<file path="config.mk">
export PLATFORM = sky130hd
export DESIGN_NAME = fsb_region_controller
export DESIGN_NICKNAME = d
export VERILOG_FILES = /design/src/rtl/fsb_region_controller.sv
export SDC_FILE = /design/constraint.sdc
export NUM_CORES = 1
export LEC_CHECK = 0
export BUFFER_PORTS_ARGS = -buffer_cell sky130_fd_sc_hd__buf_4
export CELL_PAD_IN_SITES_DETAIL_PLACEMENT = 1
export CELL_PAD_IN_SITES_GLOBAL_PLACEMENT = 1
export CORE_UTILIZATION = 35
export DETAILED_ROUTE_END_ITERATION = 12
export MAX_ROUTING_LAYER = met4
export PLACE_DENSITY = 0.74
export RECOVER_POWER = 100
export SLEW_MARGIN = 10
export SYNTH_ARGS = -nofsm -noshare
export SYNTH_HDL_FRONTEND = slang
export SYNTH_SLANG_ARGS = --single-unit
</file>
<file path="constraint.sdc">
create_clock -name iBusClock -period 6.3 [get_ports iBusClock]
set_input_delay 0.315 -clock iBusClock [delete_from_list [all_inputs] [get_ports iBusClock]]
set_output_delay 0.315 -clock iBusClock [all_outputs]
set_load 0.01 [all_outputs]
</file>
<file path="src/rtl/fsb_region_controller.sv">
// Front-side-bus region decoder and access sequencer.
// Decodes the request address against REGIONS base/limit windows, inserts
// per-region wait states, waits for the region's ready with a timeout, and
// reports unmapped/timed-out accesses through a sticky error flag.
module fsb_region_controller #(
    parameter int unsigned REGIONS    = 4,
    parameter int unsigned ADDR_WIDTH = 32,
    parameter int unsigned DATA_WIDTH = 32,
    parameter int unsigned WAIT_WIDTH = 4,
    parameter int unsigned TIMEOUT    = 16,
    // Region i occupies bits [i*ADDR_WIDTH +: ADDR_WIDTH] (region 0 in the LSBs).
    parameter logic [REGIONS*ADDR_WIDTH-1:0] REGION_BASE =
        {32'h0000_2010, 32'h0000_2000, 32'h0000_1000, 32'h0000_0000},
    parameter logic [REGIONS*ADDR_WIDTH-1:0] REGION_LIMIT =
        {32'h0000_3000, 32'h0000_2010, 32'h0000_2000, 32'h0000_1000},
    parameter logic [REGIONS*WAIT_WIDTH-1:0] REGION_WAIT =
        {4'd0, 4'd1, 4'd2, 4'd0}
) (
    input  logic                          iBusClock,
    input  logic                          iBusReset,
    input  logic                          iRequest,
    input  logic                          iWrite,
    input  logic [ADDR_WIDTH-1:0]         iAddress,
    input  logic [REGIONS*DATA_WIDTH-1:0] iRegionData,
    input  logic [REGIONS-1:0]            iRegionReady,
    input  logic                          iErrorClear,
    output logic [REGIONS-1:0]            oSelect,
    output logic                          oWrite,
    output logic [DATA_WIDTH-1:0]         oReadData,
    output logic                          oReady,
    output logic                          oError,
    output logic [ADDR_WIDTH-1:0]         oErrorAddress
);

    localparam int unsigned IDX_W = (REGIONS > 1) ? $clog2(REGIONS) : 1;
    localparam logic [7:0] TIMEOUT_CNT = 8'(TIMEOUT);

    typedef enum logic [1:0] {StIdle, StAccess, StDone} stateType;

    stateType               state, stateNext;
    logic [IDX_W-1:0]       region, regionNext;
    logic [ADDR_WIDTH-1:0]  address, addressNext;
    logic [WAIT_WIDTH-1:0]  waitCount, waitNext;
    logic [7:0]             timeoutCount, timeoutNext;
    logic [REGIONS-1:0]     selectNext;
    logic                   writeNext;
    logic [DATA_WIDTH-1:0]  readDataNext;
    logic                   readyNext;
    logic                   errorNext;
    logic [ADDR_WIDTH-1:0]  errorAddressNext;
    logic                   errorEvent;
    logic [ADDR_WIDTH-1:0]  faultAddress;
    logic                   hit;
    logic [IDX_W-1:0]       hitIndex;

    // Address decode; scanning downwards lets the lowest overlapping index win.
    always_comb begin
        hit      = 1'b0;
        hitIndex = '0;
        for (int i = REGIONS - 1; i >= 0; i--) begin
            if (iAddress >= REGION_BASE[i*ADDR_WIDTH +: ADDR_WIDTH] &&
                iAddress <  REGION_LIMIT[i*ADDR_WIDTH +: ADDR_WIDTH]) begin
                hit      = 1'b1;
                hitIndex = IDX_W'(i);
            end
        end
    end

    // Next-state and registered-output computation for the access sequencer.
    always_comb begin
        stateNext    = state;
        regionNext   = region;
        addressNext  = address;
        waitNext     = waitCount;
        timeoutNext  = timeoutCount;
        selectNext   = oSelect;
        writeNext    = oWrite;
        readDataNext = oReadData;
        readyNext    = 1'b0;
        errorEvent   = 1'b0;
        faultAddress = address;

        case (state)
            StIdle: begin
                if (iRequest) begin
                    addressNext = iAddress;
                    if (hit) begin
                        regionNext           = hitIndex;
                        writeNext            = iWrite;
                        selectNext           = '0;
                        selectNext[hitIndex] = 1'b1;
                        waitNext    = REGION_WAIT[hitIndex*WAIT_WIDTH +: WAIT_WIDTH];
                        timeoutNext = '0;
                        stateNext   = StAccess;
                    end else begin
                        selectNext   = '0;
                        writeNext    = 1'b0;
                        readDataNext = '0;
                        readyNext    = 1'b1;
                        errorEvent   = 1'b1;
                        faultAddress = iAddress;
                        stateNext    = StDone;
                    end
                end
            end
            StAccess: begin
                if (!iRequest) begin
                    // Master withdrew the request: abort silently.
                    selectNext = '0;
                    writeNext  = 1'b0;
                    stateNext  = StIdle;
                end else if (waitCount != '0) begin
                    waitNext = waitCount - 1'b1;
                end else if (iRegionReady[region]) begin
                    if (!oWrite) begin
                        readDataNext = iRegionData[region*DATA_WIDTH +: DATA_WIDTH];
                    end
                    readyNext = 1'b1;
                    stateNext = StDone;
                end else if (timeoutCount == TIMEOUT_CNT) begin
                    readDataNext = '0;
                    readyNext    = 1'b1;
                    errorEvent   = 1'b1;
                    stateNext    = StDone;
                end else begin
                    timeoutNext = timeoutCount + 8'd1;
                end
            end
            StDone: begin
                selectNext = '0;
                writeNext  = 1'b0;
                stateNext  = StIdle;
            end
            default: begin
                selectNext = '0;
                writeNext  = 1'b0;
                stateNext  = StIdle;
            end
        endcase

        // A new error beats a simultaneous clear; only the first fault address sticks.
        if (errorEvent) begin
            errorNext = 1'b1;
        end else if (iErrorClear) begin
            errorNext = 1'b0;
        end else begin
            errorNext = oError;
        end
        errorAddressNext = (errorEvent && !oError) ? faultAddress : oErrorAddress;
    end

    // State and output registers with asynchronous active-low reset.
    always_ff @(posedge iBusClock or negedge iBusReset) begin
        if (!iBusReset) begin
            state         <= StIdle;
            region        <= '0;
            address       <= '0;
            waitCount     <= '0;
            timeoutCount  <= '0;
            oSelect       <= '0;
            oWrite        <= 1'b0;
            oReadData     <= '0;
            oReady        <= 1'b0;
            oError        <= 1'b0;
            oErrorAddress <= '0;
        end else begin
            state         <= stateNext;
            region        <= regionNext;
            address       <= addressNext;
            waitCount     <= waitNext;
            timeoutCount  <= timeoutNext;
            oSelect       <= selectNext;
            oWrite        <= writeNext;
            oReadData     <= readDataNext;
            oReady        <= readyNext;
            oError        <= errorNext;
            oErrorAddress <= errorAddressNext;
        end
    end

endmodule

</file>
==> results.txt <==
The top-area cell type share of the netlist area is 48.7%. The via count of the first global-routing pass is just over 6,000. The relative slew slack came out at -115%. The final reports fail on max-capacitance violations, max-slew violations. The final number of max-transition violations is 167. At the worst endpoint, the required time is around 6.6 ns. The number of levels the H-tree was split into came out at 4. The count of maximum capacitance violations came out at 4.

The clock passes through at most 2 buffers. The post-synthesis net count is 760. By area the synthesized netlist is led by dfrtp_1, mux4_2, nand2_1, o21ai_1, a2bb2oi_2. The flop and latch count out of synthesis came out at 119. The class of the worst hold path is input port to flop. The clock latency of the later-clocked register in the worst-skew pair is 0.43 ns. The pre-antenna-repair detailed-routing pass consisted of 4 iterations. Along the worst hold path, the cell count comes to 3. Entering global routing, the biggest net connects 62 pins. The total non-filler cell area in the finished layout came out at 8300 µm².

For this run, the register share of the synthesized area comes to 48.7%. Overall power consumption after layout is estimated at approximately 0.0023 W. The async set-reset flop share out of synthesis came out at 100%. The HPWL after detailed placement came out at approximately 15,000 µm. The core region area is between 15,000 and 20,000 µm². The number of synthesis warnings is 0.

The final weighted congestion in routability-driven placement is 0.850. Counting the buffers created by CTS gives 17. The port buffer count came out at 239. The time the final worst path needs with I/O delays and setup came out at 4.45 ns. Summed over all layers, the routed wires come to 21,400 µm.

The number of enable flip-flop cells after synthesis came out at 0. The type of destination of the critical path is a flop. Compared with the post-synthesis result, the final layout area differs by 35.7%. The overflow left after global routing is 0. The antenna diode count came out at 0. The y dimension of the die is 134 µm. The number of I/O pins is 240.

The count of clock tree sinks came out at 119. In this run the clock root is driven by a clkbuf_16. The initial core utilization is 36.4%. TritonCTS built the clock tree. The cell area after synthesis is 6110 µm². The static power due to leakage is 3.64 nW. The width of the die is roughly 130 µm.

The maximum ir drop on the vdd rail came out at 0.155 mV. In the finished design, the share of the clock period the worst path needs comes to 70.7%. The cell area after placement came out at 8030 µm².

Data arrives at the worst endpoint at 4.70 ns. In the global route stage, overall resource usage came out at 25.5%. Setup repair after global routing left no endpoint under its margin.

The number of buffers inserted for hold repair after clock tree synthesis came out at 1. The average via count per standard cell is 5.41. The type of the setup path with the least slack is flop to flop. The number of cells on the worst reg-to-reg path is 7. The run finished, with violations left. The most used flip-flop cell after synthesis is dfrtp_1. The count of routing violations after the opening detailed-route iteration came out at 249. Clock-pin slew was measured on the worst setup and hold paths at 0.06 ns. The initialized floorplan defines 47 standard-cell rows. The distinct cell type count of the synthesized netlist is 43. For the pin with the worst max-slew slack, the measured transition is 3.23 ns. The initial antenna violation count is 0. The worst setup path is launched from a flop. The total negative slack for setup checks came out at 0 ns. The library cell used most frequently in the layout, excluding fill and tap cells, is buf_4. The hold violation count in the final report came out at 0. The achievable clock frequency came out at 225 MHz. For this design the ratio of total power to cell area is 272 nW/µm².

The synthesized area per cell came out at 10.4 µm². The total die area is 18,000 µm². The number of post-CTS setup repair buffers is 0. The number of routed nets with antenna violations came out at 0. The post-route DRC violation count came out at 0. The post-synthesis instance total came out at between 500 and 600. The fraction of layout instances using a drive strength above 1 came out at between 20% and 30%. After the last flow step, the layout net total stands at 983. The final clock skew is ~0.007 ns. The wire length of the first global-routing pass came out at 33,600 µm.

The largest fanout on the critical path came out at 34. The number of gates resized after cts came out at 0. In the final routed layout, each cell accounts on average for 20.5 µm. The total number of vias came out at 5,647. The final count of negative-setup-slack endpoints is 0. Leaving out fill and tap cells, the most frequent cells in the layout are buf_4, nand2_1, dfrtp_1.

The top cell type by total area after synthesis is dfrtp_1.
==> stage by stage <==
| stage | setup WS [ns] | hold WS [ns] | utilization (%) | cells |
|---|---|---|---|---|
| floorplan | 4.10 | 0.0194 | - | 587 |
| CTS | 2.60 | 0.0732 | 51.6 | 1043 |
| finish | 1.85 | 0.0860 | 49.4 | 1043 |
| global route | 1.38 | 0.0951 | 49.4 | 1043 |
| global placement | 2.87 | 0.423 | 47.8 | 1010 |
| detailed placement | 2.63 | 0.437 | 47.8 | 1010 |
==> worst paths after layout <==
| check | start | to | slack [ns] |
|---|---|---|---|
| setup / recovery | state[1]$_DFFE_PN0P_ | oReadData[11]$_DFFE_PN0P_ | 1.85 |
| hold / removal | iAddress[0] | address[0]$_DFFE_PN0P_ | 0.09 |
| setup reg to reg | state[1]$_DFFE_PN0P_ | oReadData[11]$_DFFE_PN0P_ | 1.85 |
| hold reg to reg | address[29]$_DFFE_PN0P_ | address[29]$_DFFE_PN0P_ | 0.47 |
| max in group asynchronous | iBusReset | region[0]$_DFFE_PN0P_ | 2.56 |
| min in group asynchronous | iBusReset | oErrorAddress[26]$_DFFE_PN0P_ | 1.52 |
==> worst max-delay path, stage by stage (launching register included) <==
cell and delay, ns:
dfrtp_1 0.51, nand2b_1 0.38, nor2_2 0.05, clkbuf_1 0.65, o21ai_0 0.27, clkbuf_1 1.18, and2_1 0.96, o21ai_0 0.26
==> sequential cells by signal (all words and copies together), names as in the netlist, 2 cells and up <==
signal,count
state,2
oSelect,4
address,32
region,2
oReadData,32
timeoutCount,8
oErrorAddress,32
waitCount,4
==> synthesized netlist by cell type, types with 8 or more instances <==
cell / n
a21oi_1: 16
a2bb2oi_2: 15
clkbuf_1: 32
dfrtp_1: 119
mux4_2: 33
nand2_1: 141
nand3_1: 39
nor2_1: 11
nor4_1: 8
o21a_1: 15
o21ai_1: 58
o22a_1: 15
==> kinds of logic (layout without fill, tap and decap cells) <==
group | after synthesis | after routing | share of synthesized area (%)
multiplexers | 35 | 35 | 12.5
buffers and inverters | 49 | 285 | 3.89
flip-flops | 119 | 119 | 48.7
AND/OR/NAND/NOR | 245 | 245 | 18.5
adder cells (fa/ha/maj) | 4 | 4 | 0.819
AO/OA/AOI/OAI | 135 | 135 | 15.6
==> final cells by class <==
class	count	area (µm²)
fillers	1975	8520
flip-flops and latches	119	2980
multi-input cells	419	2810
repair buffers	247	1580
clock buffers	25	495
well taps	220	275
clock inverters	7	140
inverters	6	22.5
==> routing by layer <==
metal  routed length, µm  track usage [%]  vias to the layer above  part of all wire (%)
li1                    -                -                     2571                     -
met1                8280             28.2                     2837                    39
met2               11300             44.0                      198                    53
met3                1020             4.76                       41                   4.8
met4                 786             13.0                        0                   3.7
met5                   0                -                        -                     0
==> report_power, final <==
part | switching, W | total [W] | leakage, nW | internal, W
logic | 0.000160 | 0.000319 | 1.82 | 0.000159
clock network | 0.000344 | 0.00105 | 0.304 | 0.000703
registers | 0.0000490 | 0.000889 | 1.52 | 0.000840
(Power assumes the default switching activity.)
